`src/rtl/drm_data_arb_pkg.sv`:
```
// drm_data_arb_pkg
// Purpose : Shared constants, tag-pipe entry type and one-hot decode helper for the
//           drm_data arbiter.
// Ports   : none (package)
package drm_data_arb_pkg;

    localparam int unsigned DEF_N_REQ      = 2;
    localparam int unsigned DEF_ADDR_WIDTH = 12;
    localparam int unsigned DEF_DATA_WIDTH = 8;
    localparam int unsigned DEF_RD_LAT     = 2;
    localparam int unsigned MAX_N_REQ      = 4;
    localparam int unsigned IDX_W          = 2;

    // One stage of the read-response pipe: requester tag plus forward-select flag.
    typedef struct packed {
        logic                 fwd;
        logic [MAX_N_REQ-1:0] tag;
    } tag_entry_t;

    function automatic logic [IDX_W-1:0] onehot2idx(input logic [MAX_N_REQ-1:0] i_oh);
        logic [IDX_W-1:0] idx;
        idx = '0;
        for (int i = 0; i < int'(MAX_N_REQ); i++) begin
            if (i_oh[i]) idx = IDX_W'(i);
        end
        return idx;
    endfunction

endpackage

```
`src/rtl/drm_data_rr_arb.sv`:
```
// drm_data_rr_arb
// Purpose : Combinational round-robin grant over an eligible vector. The first eligible
//           requester at or after the pointer wins; the pointer moves past the winner.
// Ports   : i_clk      clock
//           i_rst_n    synchronous active-low reset (pointer -> 0)
//           i_eligible requesters competing this cycle
//           o_grant    one-hot grant (all zero when nothing is eligible)
module drm_data_rr_arb #(
    parameter int unsigned N_REQ = 2
) (
    input  logic             i_clk,
    input  logic             i_rst_n,
    input  logic [N_REQ-1:0] i_eligible,
    output logic [N_REQ-1:0] o_grant
);

    localparam int unsigned PTR_W = (N_REQ > 1) ? $clog2(N_REQ) : 1;

    logic [PTR_W-1:0] r_ptr;
    logic [PTR_W-1:0] w_next_ptr;
    logic             w_xfer;

    // The eligible vector already includes req_valid and ready equals the grant, so any
    // grant is a completed transfer.
    always_comb begin
        o_grant    = '0;
        w_xfer     = 1'b0;
        w_next_ptr = r_ptr;
        for (int k = 0; k < int'(N_REQ); k++) begin
            if (!w_xfer && i_eligible[(int'(r_ptr) + k) % int'(N_REQ)]) begin
                o_grant[(int'(r_ptr) + k) % int'(N_REQ)] = 1'b1;
                w_xfer     = 1'b1;
                w_next_ptr = PTR_W'((int'(r_ptr) + k + 1) % int'(N_REQ));
            end
        end
    end

    always_ff @(posedge i_clk) begin
        if (!i_rst_n) begin
            r_ptr <= '0;
        end else if (w_xfer) begin
            r_ptr <= w_next_ptr;
        end
    end

endmodule

```
`src/rtl/drm_data_arb.sv`:
```
// drm_data_arb
// Purpose : Shares one drm_data simple-dual-port RAM between N_REQ requesters. Write and
//           read ports are arbitrated independently (round-robin), so one write and one
//           read can issue per cycle. Read data returns in order with a one-hot tag.
// Ports   : i_clk, i_rst_n (synchronous, active-low)
//           i_req_valid/i_req_we/i_req_addr/i_req_wdata  packed requests, req 0 in LSBs
//           o_req_ready                                  accept strobe per requester
//           o_rsp_valid/o_rsp_rdata                      one-hot response, 1 cycle
//           o_ram_wr_en/_wr_addr/_wr_data/_wr_byte_en    registered RAM write port
//           o_ram_rd_addr, i_ram_rd_data                 RAM read port
// Config  : DRM_ARB_WR_FWD_EN - forward write data to a same-cycle same-address read.
module drm_data_arb
    import drm_data_arb_pkg::*;
#(
    parameter int unsigned N_REQ      = DEF_N_REQ,
    parameter int unsigned ADDR_WIDTH = DEF_ADDR_WIDTH,
    parameter int unsigned DATA_WIDTH = DEF_DATA_WIDTH,
    parameter int unsigned RD_LAT     = DEF_RD_LAT
) (
    input  logic                       i_clk,
    input  logic                       i_rst_n,
    input  logic [N_REQ-1:0]           i_req_valid,
    input  logic [N_REQ-1:0]           i_req_we,
    input  logic [N_REQ*ADDR_WIDTH-1:0] i_req_addr,
    input  logic [N_REQ*DATA_WIDTH-1:0] i_req_wdata,
    output logic [N_REQ-1:0]           o_req_ready,
    output logic [N_REQ-1:0]           o_rsp_valid,
    output logic [DATA_WIDTH-1:0]      o_rsp_rdata,
    output logic                       o_ram_wr_en,
    output logic [ADDR_WIDTH-1:0]      o_ram_wr_addr,
    output logic [DATA_WIDTH-1:0]      o_ram_wr_data,
    output logic                       o_ram_wr_byte_en,
    output logic [ADDR_WIDTH-1:0]      o_ram_rd_addr,
    input  logic [DATA_WIDTH-1:0]      i_ram_rd_data
);

    logic [N_REQ-1:0]     w_wr_elig;
    logic [N_REQ-1:0]     w_rd_elig;
    logic [N_REQ-1:0]     w_wr_grant;
    logic [N_REQ-1:0]     w_rd_grant;
    logic [MAX_N_REQ-1:0] w_wr_oh;
    logic [MAX_N_REQ-1:0] w_rd_oh;
    logic [IDX_W-1:0]     w_wr_idx;
    logic [IDX_W-1:0]     w_rd_idx;
    logic [ADDR_WIDTH-1:0] w_wr_addr;
    logic [ADDR_WIDTH-1:0] w_rd_addr;
    logic [DATA_WIDTH-1:0] w_wr_data;
    logic                  w_fwd;
    tag_entry_t            w_rsp;
    logic                  w_unused_rsp;

    logic                  r_wr_en;
    logic [ADDR_WIDTH-1:0] r_wr_addr;
    logic [DATA_WIDTH-1:0] r_wr_data;
    logic [ADDR_WIDTH-1:0] r_rd_addr;
    // Stage k holds the tag of the read whose address hit the RAM k cycles ago.
    tag_entry_t            r_tag_pipe [0:RD_LAT];

    // Gating eligibility with reset keeps ready low and both pointers still during reset.
    assign w_wr_elig = i_req_valid &  i_req_we & {N_REQ{i_rst_n}};
    assign w_rd_elig = i_req_valid & ~i_req_we & {N_REQ{i_rst_n}};

    drm_data_rr_arb #(
        .N_REQ(N_REQ)
    ) u_wr_arb (
        .i_clk      (i_clk),
        .i_rst_n    (i_rst_n),
        .i_eligible (w_wr_elig),
        .o_grant    (w_wr_grant)
    );

    drm_data_rr_arb #(
        .N_REQ(N_REQ)
    ) u_rd_arb (
        .i_clk      (i_clk),
        .i_rst_n    (i_rst_n),
        .i_eligible (w_rd_elig),
        .o_grant    (w_rd_grant)
    );

    assign o_req_ready = w_wr_grant | w_rd_grant;

    always_comb begin
        w_wr_oh                = '0;
        w_rd_oh                = '0;
        w_wr_oh[N_REQ-1:0]     = w_wr_grant;
        w_rd_oh[N_REQ-1:0]     = w_rd_grant;
        w_wr_idx               = onehot2idx(w_wr_oh);
        w_rd_idx               = onehot2idx(w_rd_oh);
        w_wr_addr = i_req_addr[int'(w_wr_idx)*int'(ADDR_WIDTH) +: ADDR_WIDTH];
        w_rd_addr = i_req_addr[int'(w_rd_idx)*int'(ADDR_WIDTH) +: ADDR_WIDTH];
        w_wr_data = i_req_wdata[int'(w_wr_idx)*int'(DATA_WIDTH) +: DATA_WIDTH];
    end

`ifdef DRM_ARB_WR_FWD_EN
    logic [DATA_WIDTH-1:0] r_fwd_data [0:RD_LAT];

    // Same-cycle write and read to one address: the RAM would return old data, so the
    // write data rides alongside the tag and replaces the RAM result.
    assign w_fwd = (|w_wr_grant) & (|w_rd_grant) & (w_wr_addr == w_rd_addr);

    always_ff @(posedge i_clk) begin
        r_fwd_data[0] <= w_wr_data;
        for (int k = 1; k <= int'(RD_LAT); k++) begin
            r_fwd_data[k] <= r_fwd_data[k-1];
        end
    end
`else
    assign w_fwd = 1'b0;
`endif

    always_ff @(posedge i_clk) begin
        if (!i_rst_n) begin
            r_wr_en   <= 1'b0;
            r_wr_addr <= '0;
            r_wr_data <= '0;
            r_rd_addr <= '0;
            for (int k = 0; k <= int'(RD_LAT); k++) begin
                r_tag_pipe[k] <= '0;
            end
        end else begin
            r_wr_en <= |w_wr_grant;
            if (|w_wr_grant) begin
                r_wr_addr <= w_wr_addr;
                r_wr_data <= w_wr_data;
            end
            if (|w_rd_grant) begin
                r_rd_addr <= w_rd_addr;
            end
            r_tag_pipe[0] <= '{fwd: w_fwd, tag: w_rd_oh};
            for (int k = 1; k <= int'(RD_LAT); k++) begin
                r_tag_pipe[k] <= r_tag_pipe[k-1];
            end
        end
    end

    assign o_ram_wr_en      = r_wr_en;
    assign o_ram_wr_byte_en = r_wr_en;
    assign o_ram_wr_addr    = r_wr_addr;
    assign o_ram_wr_data    = r_wr_data;
    assign o_ram_rd_addr    = r_rd_addr;

    assign w_rsp        = r_tag_pipe[RD_LAT];
    // Upper tag bits beyond N_REQ and, without forwarding, the fwd flag are never read.
    assign w_unused_rsp = ^w_rsp;

    // Responses are masked during reset so reads in flight never surface.
    assign o_rsp_valid = w_rsp.tag[N_REQ-1:0] & {N_REQ{i_rst_n}};

    always_comb begin
        o_rsp_rdata = '0;
        if (|o_rsp_valid) begin
`ifdef DRM_ARB_WR_FWD_EN
            o_rsp_rdata = w_rsp.fwd ? r_fwd_data[RD_LAT] : i_ram_rd_data;
`else
            o_rsp_rdata = i_ram_rd_data;
`endif
        end
    end

endmodule
```
`config.mk`:
```
export PLATFORM = sky130hd
export DESIGN_NAME = drm_data_arb
export DESIGN_NICKNAME = d
export VERILOG_FILES = /design/src/rtl/drm_data_arb_pkg.sv /design/src/rtl/drm_data_rr_arb.sv /design/src/rtl/drm_data_arb.sv
export SDC_FILE = /design/constraint.sdc
export NUM_CORES = 1
export LEC_CHECK = 0
export CELL_PAD_IN_SITES_DETAIL_PLACEMENT = 1
export CELL_PAD_IN_SITES_GLOBAL_PLACEMENT = 1
export CORE_MARGIN = 2
export CORE_UTILIZATION = 30
export CTS_BUF_LIST = sky130_fd_sc_hd__clkbuf_4 sky130_fd_sc_hd__clkbuf_8
export DETAILED_ROUTE_END_ITERATION = 8
export HOLD_SLACK_MARGIN = 0.03
export PLACE_DENSITY_LB_ADDON = 0.12
export SETUP_SLACK_MARGIN = 0.4
export SLEW_MARGIN = 30
export SYNTH_ARGS = -nofsm -noshare
export SYNTH_HDL_FRONTEND = slang
export SYNTH_SLANG_ARGS = --single-unit
```
`constraint.sdc`:
```
create_clock -name i_clk -period 2.7 [get_ports i_clk]
set_input_delay 0.405 -clock i_clk [delete_from_list [all_inputs] [get_ports i_clk]]
set_output_delay 0.405 -clock i_clk [all_outputs]
set_load 0.005 [all_outputs]
```
== After elaboration in Yosys (flattened, before gate mapping) ==
Memories as Yosys holds them, arrays and structs flattened.
Cells that the tools add are included.
Operators by class
  add/subtract/negate cells: 4
  multiplexer cells: 38
  $lt $le $gt $ge: 8
  reduce and logical (&&, ||, !) cells: 15
  multiply operators: 2
  bitwise gates (word level): 14
  shifts and indexed selects: 3
Operators with widths (number)
  variable part select 24 x 7 -> 12 bit: 2
  two-way mux 1 bit: 26
  variable part select 16 x 6 -> 8 bit: 1
  two-way mux 5 bit: 3
  AND 2 bit: 5
  multiplier 2 x 2 -> 4 bit, second input constant: 2
  two-way mux 2 bit: 4
  two-way mux 8 bit: 1
  logical AND 1 bit: 6
  < comparator 2 x 3 -> 1 bit, second input constant: 2
  OR 2 bit: 3
  OR reduction 2 bit: 3
  adder 1 bit, second input constant: 4
  demux 1 bit (select 1 bit): 4
  >= comparator 2 x 1 -> 1 bit, second input constant: 2
  < comparator 1 x 2 -> 1 bit, second input constant: 2
  AND reduction 2 bit: 2
  nonzero test 2 bit: 2
  OR 1 bit: 3
  AND 1 bit, first input constant: 2
  >= comparator 1 bit, second input constant: 2
  logical NOT 1 bit: 2
  NOT 2 bit: 1
Storage, ports and cells
  output and inout bits: 46
  input port bits: 54
  memories: 1
  logic and storage cells: 91
  RAM bits: 15
  flip-flop bits (word level): 35
Memories
  r_tag_pipe: depth 3, width 5, read ports 3, clocked after memory_dff 0, write ports 3, line drm_data_arb.sv:57  | tag_entry_t r_tag_pipe [0:RD_LAT];

== Logic depth before layout (Yosys ltp) ==
  word-level depth: 12
  gate-level depth with buffers: 5

== Cells and area by module ==
Synthesis repeated with hierarchy kept, for this count alone.
Unflattened totals
  cell total of the unflattened synthesis: 188
  area, all modules: 2112.0 µm²
By module, submodules not included
  drm_data_arb: times used 1, area each 2009.4 µm², cells each 176
  drm_data_rr_arb (u_rd_arb): times used 1, area each 53.8 µm², cells each 6
  drm_data_rr_arb (u_wr_arb): times used 1, area each 48.8 µm², cells each 6

== Least setup slack after synthesis ==
OpenSTA, ideal clock, no wires.
  path type: input-to-output
  start: input i_req_we[0]
  end: output o_req_ready[1]
  setup slack: 0.999 ns
  data required time: 2.295 ns
  arrival: 1.296 ns
  stages: 5
  path buffers: 2
  cell sequence: or3b_1 buf_6 clkbuf_1 a22oi_1 nor2b_1
On the way
  cells in the longest elaborated chain, start to end: 10
  elaborated cells on any way between the ends: 28
  those cells by class: 16 x mux; 8 x bitwise; 4 x reduce/logical
RTL lines
  start, declared: line drm_data_arb.sv:23  | input logic [N_REQ-1:0] i_req_we,
  NOT 2 bit: line drm_data_arb.sv:61  | assign w_rd_elig = i_req_valid & ~i_req_we & {N_REQ{i_rst_n}};
  AND 2 bit (2 in a row): line drm_data_arb.sv:61
  two-way mux 1 bit (not written as such) (2 in a row): line drm_data_rr_arb.sv:30  | if (!w_xfer && i_eligible[(int'(r_ptr) + k) % int'(N_REQ)]) begin
  two-way mux 1 bit: line drm_data_rr_arb.sv:30
  logical NOT 1 bit: line drm_data_rr_arb.sv:30
  logical AND 1 bit: line drm_data_rr_arb.sv:30
  two-way mux 2 bit: line drm_data_rr_arb.sv:30
  OR 2 bit (*): line drm_data_arb.sv:81  | assign o_req_ready = w_wr_grant | w_rd_grant;
  end, declared: line drm_data_arb.sv:26  | output logic [N_REQ-1:0] o_req_ready,
Mark *: on every way between the ends. The rest lies on a longest branch, timed or not. The select of a mux whose other input is x is not followed.

== Final worst setup path ==
Ends and elaborated chain as after synthesis.

==> impl_results.md <==
* Synthesized flop and latch total at 41
* Gate Count Post-Synth at roughly 240
* R2r worst-path depth at 4
* Die extent in x at roughly 85 um
* Layout cells sized above 1 at 0.0615
* Clk slew on worst S/H paths at 0.08 ns
* Critical path capture point type: primary output
* Fin. Hold Viols at 0
* Commonest non-fill, non-tap cell in the layout: clkdlybuf4s50_1
* WHS Endpoint: r_tag_pipe[0][6]
* Layout Skew at roughly 0.0068 ns
* # IOs at 100
* Die height at approximately 85 um
* CP max stage cell: clkdlybuf4s50_1
* CP Class: primary input to primary output
* Core ar. at approximately 6300 um2
* CTS sink cnt at just over 40
* # setup viols final at 0
* Total track usage at 0.188
* Worst Path Required at approximately 2.3 ns
* Crit path DAT at 1.80 ns
* Status: finished clean
* Nets at about 380
* Startpoint Class: primary input
* Clock buffer depth at 2
* Die area at just over 7000 um2
* Seq/Total Area, Yosys at 0.417
* Slew Limit Fails at 0
* Commonest cells after routing, fill and taps aside: clkdlybuf4s50_1 (94), o21ai_0 (42), dfxtp_1 (41)
* Worst slew pin tran at ~0.7 ns
* Grt total ovfl at 0
* FP Rows at 29
* Syn_nets at between 200 and 300
* Min-delay src: r_tag_pipe[0][1]
* R2R Setup Slk at ~1.1 ns
* Antenna cells at 0
* Number of remaining DRC errors at 0
* Initial antenna violation count at 0
* FF-to-FF End: o_ram_rd_addr[1]
* Vias in the first global route at 2209
* Hold depth at 1
* Delay-heaviest family, CP: buffers and inverters
* Peak Freq at roughly 0.45 GHz
* First-pass GRT wire length at 11.0 mm
* Post-route cell area at about 3100 um2
* Via-to-Cell Ratio at ~5.3
* Worst r2r src: u_rd_arb.r_ptr
* Max_cap viols at 0
* First drt pass iteration count at 4
* Slowest stage delay, CP at between 0.4 and 0.5 ns
* Yosys cell types at 27
* Leak at between 1 and 1.5 nW
* H-tree depth at 2
* Wire per inst at ~17 um
* Tcrit/Tclk final at 0.816
* Iteration-0 DRC Markers at between 80 and 90
* Syn Std Cell Area at slightly below 2000 um2
* Slew headroom at 0.528
* Vias at around 2100
* CTS tree: built
* Synthesis Warnings at 0
* Crit path buf inv count at 2
* RSZ-0062 raised after global routing: false
* Synth area leaders: dfxtp_1 (42%), o21ai_0 (11%), a31oi_1 (6.4%)
* Worst min path class: register to register
* Post-place instance area at between 3000 and 4000 um2
* Synth top area share at 0.417
* PD cells at approximately 520 nW/um2
* Peak VDD IR at 0.000261 V
* Clock root cell: clkbuf_8
* Largest net degree at the start of global routing at 42
* Routability cong. at about 0.71
* DPL Wire Length at roughly 4.5 mm
* Postcts setup bufs at 0
* Initial core utilization at 0.310
* Synth-to-layout area growth at 59.9%
* Crit-path cells: dlygate4sd2_1, or3b_1, a22oi_1, nor2b_1, clkdlybuf4s50_1
* Setup TNS at 0 ns
* CTS Buf Count at 5
* Clk_lat worst skew at roughly 0.30 ns
* Final WL at 6.79 mm
* CP Max Fanout at 7
* Syn avg cell area at roughly 8.4 um2
* Min Clock Period, post-route at approximately 2.2 ns
* Leading area contributor after synthesis: dfxtp_1
* Antenna-violating nets left at 0
* Input/output buffers at just under 100
routing by layer:
metal	vias to the layer above	global-route usage	wire length (um)
li1	1046	-	-
met1	1023	0.244	3120
met2	62	0.315	3230
met3	5	0.0467	382
met4	0	0.0418	53
met5	-	0	0
logic make-up after synthesis:
family                 share of synthesized area
and+or+nand+nor                            0.227
AOI/OAI and AO/OA                          0.292
DFF                                        0.417
buffers and inverters                     0.0636
registers in the layout, indices dropped and copies added (netlist names):
name and cells:
u_wr_arb.r_ptr 1, o_ram_wr_byte_en 1, r_tag_pipe 6, u_rd_arb.r_ptr 1, o_ram_rd_addr 12, o_ram_wr_data 8
o_ram_wr_addr 12
area by class of cell:
cell class / instances / area, um2
Tap cell: 77 / 96.3
Clock buffer: 5 / 68.8
Fill cell: 744 / 3200
Sequential cell: 41 / 821
Inverter: 1 / 3.75
Multi-Input combinational cell: 166 / 1020
Clock inverter: 3 / 65.1
Timing Repair Buffer: 109 / 1070
worst register-to-register path, delay by kind of cell (launching register included):
family,cells,cell delay (ns)
AO/OA/AOI/OAI,1,0.28
AND/OR/NAND/NOR,2,0.61
flip-flops,1,0.33
buffers and inverters,1,0.23
how the worst max path moves through the flow:
stage	from	end	slack, ns	depth (start not counted)
after floorplan	i_req_we[0]	o_req_ready[1]	1.0	5
after global placement	i_req_valid[0]	o_req_ready[1]	0.27	5
after detailed placement	i_req_valid[0]	o_req_ready[1]	0.23	5
after CTS	i_req_valid[1]	o_req_ready[1]	0.41	5
after global routing	i_req_valid[0]	o_req_ready[1]	0.41	5
final	i_req_we[0]	o_req_ready[1]	0.50	5
cell usage after synthesis:
cell and count:
nand3b_1 2, or3b_1 1, dfxtp_1 41, o21a_1 1, or3_1 12, nor2_1 2, buf_4 1, and2_1 16
buf_1 2, buf_6 2, o21ai_0 42, and3_4 1, nor2b_1 2, buf_2 1, o311a_1 12, a21oi_1 1
and2b_1 1, nand3_1 22, clkbuf_1 21, a22o_1 1, a22oi_1 1, a21boi_0 12, inv_1 1, and3_1 12
nand2_1 4, and3b_1 1, a31oi_1 20
report_power, final:
group | internal, W | switching (W) | leakage, nW
Sequential | 0.000652 | 0.0000229 | 0.339
Combinational | 0.000210 | 0.000148 | 0.839
Clock | 0.000367 | 0.000221 | 0.0681
stage by stage:
step                hold WS [ns]  total power [W]  utilization  cells  setup WS [ns]
detailed placement         0.430          0.00105        0.474    394          0.225
finish                     0.442          0.00162        0.495    402          0.497
global placement           0.416          0.00104        0.474    394          0.271
CTS                        0.449          0.00164        0.494    402          0.412
global route               0.465          0.00170        0.495    402          0.412
floorplan                  0.412         0.000832            -    235          0.999
repair_timing:
item	in CTS	in global routing
cloned	0	0
setup endpoints to repair	10	2
hold buffers	0	0
endpoints found under the hold margin	0	0
resized for setup	3	2
(Power assumes the default switching activity.)
